File: config.mk
export PLATFORM = sky130hd
export DESIGN_NAME = reg_write_arbiter
export DESIGN_NICKNAME = d
export VERILOG_FILES = /design/src/rtl/reg_arb_pkg.sv /design/src/rtl/reg_write_arbiter_rr_picker.sv /design/src/rtl/reg_write_arbiter.sv
export SDC_FILE = /design/constraint.sdc
export NUM_CORES = 1
export LEC_CHECK = 0
export CAP_MARGIN = 10
export CELL_PAD_IN_SITES_DETAIL_PLACEMENT = 1
export CELL_PAD_IN_SITES_GLOBAL_PLACEMENT = 2
export CORE_MARGIN = 5
export CORE_UTILIZATION = 22
export DETAILED_ROUTE_END_ITERATION = 8
export GPL_ROUTABILITY_DRIVEN = 0
export GPL_TIMING_DRIVEN = 1
export PLACE_DENSITY_LB_ADDON = 0.1
export SLEW_MARGIN = 25
export SYNTH_ARGS = -nofsm -noshare
export SYNTH_HDL_FRONTEND = slang
export SYNTH_HIERARCHICAL = 1
export SYNTH_SLANG_ARGS = --single-unit
File: constraint.sdc
create_clock -name clk -period 5.1 [get_ports clk]
set_input_delay 0.765 -clock clk [delete_from_list [all_inputs] [get_ports clk]]
set_output_delay 0.765 -clock clk [all_outputs]
set_load 0.02 [all_outputs]
File: src/rtl/reg_arb_pkg.sv
// Shared types and constants for the round-robin register write arbiter.
package reg_arb_pkg;

  localparam int REG_W       = 8;
  localparam int NUM_REQ_DEF = 4;

  typedef enum logic [2:0] {
    IDLE    = 3'd0,
    WRITE   = 3'd1,
    ACK     = 3'd2,
    CLEAR   = 3'd3,
    CLR_ACK = 3'd4
  } arb_state_e;

  localparam arb_state_e       RST_STATE = IDLE;
  localparam logic [REG_W-1:0] RST_DATA  = 8'h00;

  // Next index in a ring of n entries.
  function automatic int wrap_inc(input int v, input int n);
    return (v + 1) % n;
  endfunction

endpackage

File: src/rtl/reg_write_arbiter_rr_picker.sv
// Combinational round-robin picker: first set request at or after ptr, wrapping.
module rr_picker
  import reg_arb_pkg::*;
#(
  parameter int NUM_REQ = NUM_REQ_DEF,
  parameter int PTR_W   = $clog2(NUM_REQ)
) (
  input  logic [NUM_REQ-1:0] req,
  input  logic [PTR_W-1:0]   ptr,
  output logic [PTR_W-1:0]   sel,
  output logic               valid
);

  logic [PTR_W-1:0] idx;

  // Scan from the farthest offset down so the nearest set bit wins.
  always_comb begin
    sel   = '0;
    valid = 1'b0;
    idx   = '0;
    for (int k = NUM_REQ - 1; k >= 0; k--) begin
      idx = PTR_W'((int'(ptr) + k) % NUM_REQ);
      if (req[idx]) begin
        sel   = idx;
        valid = 1'b1;
      end
    end
  end

endmodule

File: src/rtl/reg_write_arbiter.sv
// Round-robin arbiter sharing one load-enabled register among NUM_REQ requesters.
// Optional sticky ownership is enabled by defining REG_ARB_LOCK_EN.
module reg_write_arbiter
  import reg_arb_pkg::*;
#(
  parameter int NUM_REQ = NUM_REQ_DEF,
  parameter int PTR_W   = $clog2(NUM_REQ)
) (
  input  logic                     clk,
  input  logic                     async_rst,
  input  logic [NUM_REQ-1:0]       req,
  input  logic [NUM_REQ*REG_W-1:0] wdata,
  input  logic                     clr_req,
`ifdef REG_ARB_LOCK_EN
  input  logic [NUM_REQ-1:0]       lock,
`endif
  output logic [NUM_REQ-1:0]       ack,
  output logic                     clr_ack,
  output logic                     reg_load,
  output logic [REG_W-1:0]         reg_data,
  output logic                     reg_clr,
  input  logic [REG_W-1:0]         reg_q,
  output logic [REG_W-1:0]         rdata,
  output logic [PTR_W-1:0]         owner,
  output logic                     busy
);

  arb_state_e       state;
  arb_state_e       next_state;
  logic [PTR_W-1:0] rr_ptr;
  logic [PTR_W-1:0] pick_sel;
  logic             pick_valid;
  logic [PTR_W-1:0] grant_sel;
  logic             grant_valid;
  logic [REG_W-1:0] grant_data;
  logic [REG_W-1:0] data_q;
  logic             hold_ptr;

  rr_picker #(
    .NUM_REQ(NUM_REQ),
    .PTR_W  (PTR_W)
  ) u_picker (
    .req  (req),
    .ptr  (rr_ptr),
    .sel  (pick_sel),
    .valid(pick_valid)
  );

`ifdef REG_ARB_LOCK_EN
  logic locked;

  // While locked only the current owner may be granted.
  always_comb begin
    if (locked) begin
      grant_valid = req[owner];
      grant_sel   = owner;
    end else begin
      grant_valid = pick_valid;
      grant_sel   = pick_sel;
    end
    hold_ptr = lock[owner];
  end

  // Lock is set/released on ACK, or released when an idle owner stops asking.
  always_ff @(posedge clk or posedge async_rst) begin
    if (async_rst) begin
      locked <= 1'b0;
    end else if (state == ACK) begin
      locked <= lock[owner];
    end else if (state == IDLE && locked && !clr_req && !req[owner] && !lock[owner]) begin
      locked <= 1'b0;
    end
  end
`else
  assign grant_valid = pick_valid;
  assign grant_sel   = pick_sel;
  assign hold_ptr    = 1'b0;
`endif

  // Select the granted requester's data lane.
  always_comb begin
    grant_data = '0;
    for (int i = 0; i < NUM_REQ; i++) begin
      if (grant_sel == PTR_W'(i)) begin
        grant_data = wdata[i*REG_W +: REG_W];
      end
    end
  end

  // State register.
  always_ff @(posedge clk or posedge async_rst) begin
    if (async_rst) begin
      state <= RST_STATE;
    end else begin
      state <= next_state;
    end
  end

  // Next-state logic; a pending clear outranks any write.
  always_comb begin
    next_state = state;
    case (state)
      IDLE: begin
        if (clr_req) begin
          next_state = CLEAR;
        end else if (grant_valid) begin
          next_state = WRITE;
        end else begin
          next_state = IDLE;
        end
      end
      WRITE:   next_state = ACK;
      ACK:     next_state = IDLE;
      CLEAR:   next_state = CLR_ACK;
      CLR_ACK: next_state = IDLE;
      default: next_state = IDLE;
    endcase
  end

  // Outputs decoded from state; reset also clears the shared register.
  always_comb begin
    ack      = '0;
    clr_ack  = 1'b0;
    reg_load = 1'b0;
    reg_clr  = async_rst;
    busy     = 1'b1;
    case (state)
      IDLE:  busy = 1'b0;
      WRITE: reg_load = 1'b1;
      ACK: begin
        for (int i = 0; i < NUM_REQ; i++) begin
          ack[i] = (owner == PTR_W'(i));
        end
      end
      CLEAR:   reg_clr = 1'b1;
      CLR_ACK: clr_ack = 1'b1;
      default: busy = 1'b0;
    endcase
  end

  // Grant bookkeeping: data is captured at the grant edge, pointer moves on ACK.
  always_ff @(posedge clk or posedge async_rst) begin
    if (async_rst) begin
      owner  <= '0;
      rr_ptr <= '0;
      data_q <= RST_DATA;
    end else begin
      if (state == IDLE && !clr_req && grant_valid) begin
        owner  <= grant_sel;
        data_q <= grant_data;
      end
      if (state == ACK && !hold_ptr) begin
        rr_ptr <= PTR_W'(wrap_inc(int'(owner), NUM_REQ));
      end
    end
  end

  assign reg_data = data_q;
  assign rdata    = reg_q;

endmodule

==> run metrics, run 1 <==
setup total negative slack=0 ns; via count of the first global-routing pass=928; share of flip-flops with an asynchronous set or reset after synthesis=100%; detailed-route via count=821; setup skew after layout=0.00340 ns; share of cells above drive strength 1=20.5%; number of antenna cells inserted=0; number of levels in the clock H-tree=1; routed wire length per instance=14.6 µm; Boundary Pins=73; result of the run=completed; clock insertion delay at the later pin of the skew report=0.25 ns; Cell variety after synth=24; post-route non-filler standard cell count=199; overall track demand over capacity in global routing=9.20%; number of buffers added by the clock tree synthesis step=3; clock sink total=15; Final Setup Violations=0; Req. time, crit path=4.34 ns; total buffers and inverters traversed by the critical path=3; startpoint kind of the worst setup timing path=primary input; most frequent cells after synthesis=dfrtp_1, mux2_4, buf_4, mux4_2, nor2_1; count of instances resized after the clock tree is built=0; Routed Antenna Nets=0; DP Wirelength=2470 µm; slowest cell on the critical path=clkdlybuf4s50_1; cell area power density=517 nW/µm²; hold-fix buffers at CTS=0; synth-to-layout area growth=55.6%; final layout net count=184; Max Transition Viols Final=0; cell total after placement=195; cell taking the most area after synthesis=dfrtp_1; worst path arrival time=2.35 ns; pin count of the biggest net entering global routing=17; initial antenna violation count=0; share of the clock period used by the worst path after layout=61.1%; number of cell instances on the worst register-to-register path=4; final cell utilization of the core=35.4%; first-pass GRT wire length=4550 µm; hold depth=1; Clock Tree Buf Depth=2; Warnings, synthesis=6; type of the worst setup path=primary input to output port; CORE AREA=4750 µm²; Slew Limit Headroom=48.1%; CP Depth=4; Final Hold Vio Count=0; number of nets produced by synthesis=135; CP Capture Type=output port; root buf cell=clkbuf_8; crit path time final=3.12 ns; Die Span Y=80.1 µm; count of flip-flops with a built-in enable after synthesis=0; count of input and output buffers=56; leading cell types by total area after synthesis=dfrtp_1, mux4_2, mux2_4; chip width=80.1 µm; placement row count=25; mean cell area of the mapped netlist=12.9 µm²; Overall Power=869 µW; Worst Max-Slew Pin Slew=0.777 ns; CP peak stage delay=0.57 ns; hold crit path type=flip-flop to flip-flop; sequential area share after synthesis=34.7%; area share of the largest cell type after synthesis=34.7%; vias per cell=4.13; top_reg_cell synth=dfrtp_1; clock slew seen by the registers of the worst setup and hold paths=0.06 ns; critical-path maximum fanout=16; maximum resistive drop on vdd=130 µV; number of synthesized register bits=15; Starting DRT DRC Count=24; full die area=6420 µm²; worst-path cell chain=clkdlybuf4s50_1, inv_1, o21ai_0, clkdlybuf4s50_1; post-synthesis cell count=84; setup repair bufs after CTS=0; most repeated cell in the gate-level netlist after synthesis=dfrtp_1; Pre-antenna DRT Iters=3; final global-route overflow total=0; summed instance area of the synthesized netlist=1080 µm²; RSZ-0062 raised after global routing=false; total length of routed wires=2910 µm; initial core utilization=22.7%; TritonCTS clock tree=built; maximum capacitance violations=0; cell with the most instances on the worst path=clkdlybuf4s50_1; number of design rule violations left after detail routing=0; maximum achievable frequency=0.321 GHz; leakage=0.685 nW; cell class contributing the biggest share of worst-path delay=buffers and inverters
## worst reg2reg max path: cells and delay by family (launching register included)
family	cells	cell delay, ns
mux	3	1.04
flops	1	0.44
compound gates	1	0.66
## placed cells by master (no fill, tap or decap), types with 2 or more instances in the layout
cell | Yosys | layout
clkdlybuf4s50_1 | 0 | 56
dfrtp_1 | 15 | 15
mux2_4 | 10 | 10
mux4_2 | 8 | 8
nor2_1 | 7 | 7
and2_1 | 4 | 4
ha_1 | 4 | 4
nand2_1 | 3 | 3
inv_1 | 3 | 3
nor3b_1 | 3 | 3
clkbuf_8 | 0 | 3
o21a_1 | 2 | 2
mux2_2 | 2 | 2
nand2b_1 | 2 | 2
## power by group
part / switching, mW / internal [mW]
Combinational: 0.215 / 0.307
Clock: 0.0438 / 0.0541
Sequential: 0.0689 / 0.180
## per-stage QoR
step	setup WS [ns]	instance area, µm²	hold WS [ns]
2_1_floorplan	2.86	1080	0.525
3_3_place_gp	1.76	1630	0.498
3_5_place_dp	1.90	1640	0.493
4_1_cts	1.90	1680	0.513
5_1_grt	1.74	1680	0.533
6_report	1.98	1680	0.506
## worst paths after layout
kind	startpoint	end	slack, ns
worst max register to register	rr_ptr[1]	reg_data[1]	2.84
min in group asynchronous	async_rst	reg_data[5]	0.88
worst max-delay path	async_rst	reg_clr	1.98
max in group asynchronous	async_rst	state[1]	3.83
worst min-delay path	reg_data[1]	reg_data[1]	0.51
worst min register to register	reg_data[1]	reg_data[1]	0.51
## registers in the layout, summed over array words and instances (netlist names)
signal,flops
reg_data,8
state,3
owner,2
rr_ptr,2
## per-layer routing
layer	share of wire, %	track usage [%]
met5	0	0
met4	2.1	4.05
met3	5.2	1.68
met2	52	15.9
met1	41	11.1
## layout make-up
class	instances	area, µm²
sequential	15	375
clock buffer	3	41.3
timing repair buffer	56	561
tap	67	83.8
clock inverter	1	5.00
multi-input combinational	54	604
inverter	3	11.3
fill	536	3070
## kinds of logic after synthesis
group | share of synthesized area [%]
flops | 34.7
simple gates | 12.8
mux | 33.6
fa+ha+maj | 4.63
compound gates | 4.17
buf+inv | 10.1
Note: power is estimated with default switching activity, not from simulation.
==> run 2, diff against run 1 <==
--- a/config.mk
+++ b/config.mk
@@ -9,7 +9,7 @@
 export CELL_PAD_IN_SITES_DETAIL_PLACEMENT = 1
 export CELL_PAD_IN_SITES_GLOBAL_PLACEMENT = 2
 export CORE_MARGIN = 5
-export CORE_UTILIZATION = 22
+export CORE_UTILIZATION = 18
 export DETAILED_ROUTE_END_ITERATION = 8
 export GPL_ROUTABILITY_DRIVEN = 0
 export GPL_TIMING_DRIVEN = 1
==> constraint.sdc (replaced) <==
create_clock -name clk -period 2.8 [get_ports clk]
set_input_delay 0.42 -clock clk [delete_from_list [all_inputs] [get_ports clk]]
set_output_delay 0.42 -clock clk [all_outputs]
set_load 0.02 [all_outputs]
==> run metrics, run 2 (synthesized netlist as in run 1, its figures left out) <==
initial core utilization=18.4% (-4.4 points); pin count of the biggest net entering global routing=16 (-1); post-route non-filler standard cell count=210 (+5.5%); worst-path cell chain=nor3b_2, and2_1, clkdlybuf4s50_1; final layout net count=187 (+1.6%); most common cell after layout, fill and taps aside=clkdlybuf4s50_1; hold-fix buffers at CTS=0 (unchanged); Req. time, crit path=2.38 ns (-1.96 ns); cell class contributing the biggest share of worst-path delay=buffers and inverters; routed wire length per instance=15.1 µm (+3.6%); detailed-route via count=841 (+2.4%); CORE AREA=5890 µm² (+24%); area taken by flip-flops and latches=375 µm² (unchanged); cell total after placement=206 (+5.6%); type of the worst setup path=flip-flop to output port; clock insertion delay at the later pin of the skew report=0.25 ns (about the same); Boundary Pins=73 (unchanged); area occupied by multi-input gates=597 µm² (-1.2%); top library cells by usage in the layout, fill and taps aside=clkdlybuf4s50_1, dfrtp_1, mux2_4; Final Hold Vio Count=0 (unchanged); count of instances resized after the clock tree is built=0 (unchanged); DP Wirelength=2690 µm (+8.9%); critical-path maximum fanout=8 (-8); vias per cell=4.00 (-2.9%); placement row count=28 (+12%); leakage=0.697 nW (+1.9%); CP Capture Type=output port; number of cell instances on the worst register-to-register path=5 (+1); RSZ-0062 raised after global routing=false; CP Depth=3 (-1); share of cells above drive strength 1=22.2% (+1.8 points); final global-route overflow total=0 (unchanged); number of buffers added by the clock tree synthesis step=3 (unchanged); initial antenna violation count=0 (unchanged); Starting DRT DRC Count=4 (-83%); share of the clock period used by the worst path after layout=84.2%; Pre-antenna DRT Iters=3 (unchanged); Max Transition Viols Final=0 (unchanged); number of antenna cells inserted=0 (unchanged); cell area power density=934 nW/µm² (+81%); overall track demand over capacity in global routing=8.80% (-0.40 points); total buffers and inverters traversed by the critical path=1 (-2); Routed Antenna Nets=0 (unchanged); setup skew after layout=0.00183 ns (-0.00158 ns); result of the run=completed; number of levels in the clock H-tree=1 (unchanged); hold crit path type=primary input to async pin; slowest cell on the critical path=clkdlybuf4s50_1; maximum achievable frequency=0.424 GHz; number of design rule violations left after detail routing=0 (unchanged); clock slew seen by the registers of the worst setup and hold paths=0.06 ns (about the same); root buf cell=clkbuf_8; Die Span Y=87.5 µm (+9.2%); synth-to-layout area growth=57.9%; full die area=7660 µm² (+19%); maximum resistive drop on vdd=258 µV (+99%); chip width=87.5 µm (+9.2%); number of flip-flops in the largest register=8 (unchanged); crit path time final=2.36 ns; total length of routed wires=3180 µm (+9.3%); first-pass GRT wire length=5190 µm (+14%); clock sink total=15 (unchanged); setup repair bufs after CTS=0 (unchanged); maximum capacitance violations=0 (unchanged); number of inserted filler cells in the final layout=651 (+21%); via count of the first global-routing pass=992 (+6.9%); setup total negative slack=0 ns (unchanged); count of input and output buffers=56 (unchanged); Slew Limit Headroom=45.3% (-2.8 points); Clock Tree Buf Depth=2 (unchanged); CP peak stage delay=0.61 ns (+0.04 ns); startpoint kind of the worst setup timing path=flip-flop; Final Setup Violations=0 (unchanged); TritonCTS clock tree=built; Worst Max-Slew Pin Slew=0.818 ns (+0.0412 ns); worst path arrival time=1.94 ns (-0.41 ns)
==> run 2: final cells by class <==
class | instances | area share, %
multi-input cells | 54 | 35.0
repair buffers | 59 | 34.2
flip-flops and latches | 15 | 22.0
well taps | 75 | 5.50
clock inverters | 1 | 0.293
clock buffers | 3 | 2.42
inverters | 3 | 0.660
==> run 2: power by group <==
part	total, mW	internal (mW)	switching, mW
sequential	0.456	0.327	0.129
clock	0.181	0.0987	0.0828
combinational	0.956	0.566	0.389
==> run 2: through the flow <==
stage	total power [mW]	cell area, µm²	utilization [%]	worst slack [ns]	hold slack [ns]
2_1_floorplan	1.08	1080	-	0.968	0.327
3_3_place_gp	1.42	1660	28.2	0.207	0.497
3_5_place_dp	1.44	1660	28.2	0.175	0.502
4_1_cts	1.64	1710	29.0	0.390	0.509
5_1_grt	1.72	1710	29.0	0.276	0.522
6_report	1.59	1710	29.0	0.444	0.501
==> run 2: final timing paths <==
| check | from | slack [ns] | endpoint |
|---|---|---|---|
| min reg2reg | reg_data[4] | 0.51 | reg_data[4] |
| min | async_rst | 0.50 | reg_data[5] |
| min in group clk | reg_data[4] | 0.51 | reg_data[4] |
| max in group asynchronous | async_rst | 2.13 | reg_data[0] |
| max | state[2] | 0.44 | ack[2] |
| max reg2reg | rr_ptr[1] | 0.64 | reg_data[1] |
==> run 2: worst min-delay path: cells and delay by family <==
kind                   cells  cell delay [ns]
buffers and inverters      3             0.70
==> run 2: layer usage <==
layer	up-vias	wire, µm	part of all wire, %	GRT usage (%)
li1	393	-	-	-
met1	410	1210	38	10.3
met2	34	1670	53	15.1
met3	4	235	7.4	2.27
met4	0	57	1.8	3.77
met5	-	0	0	0
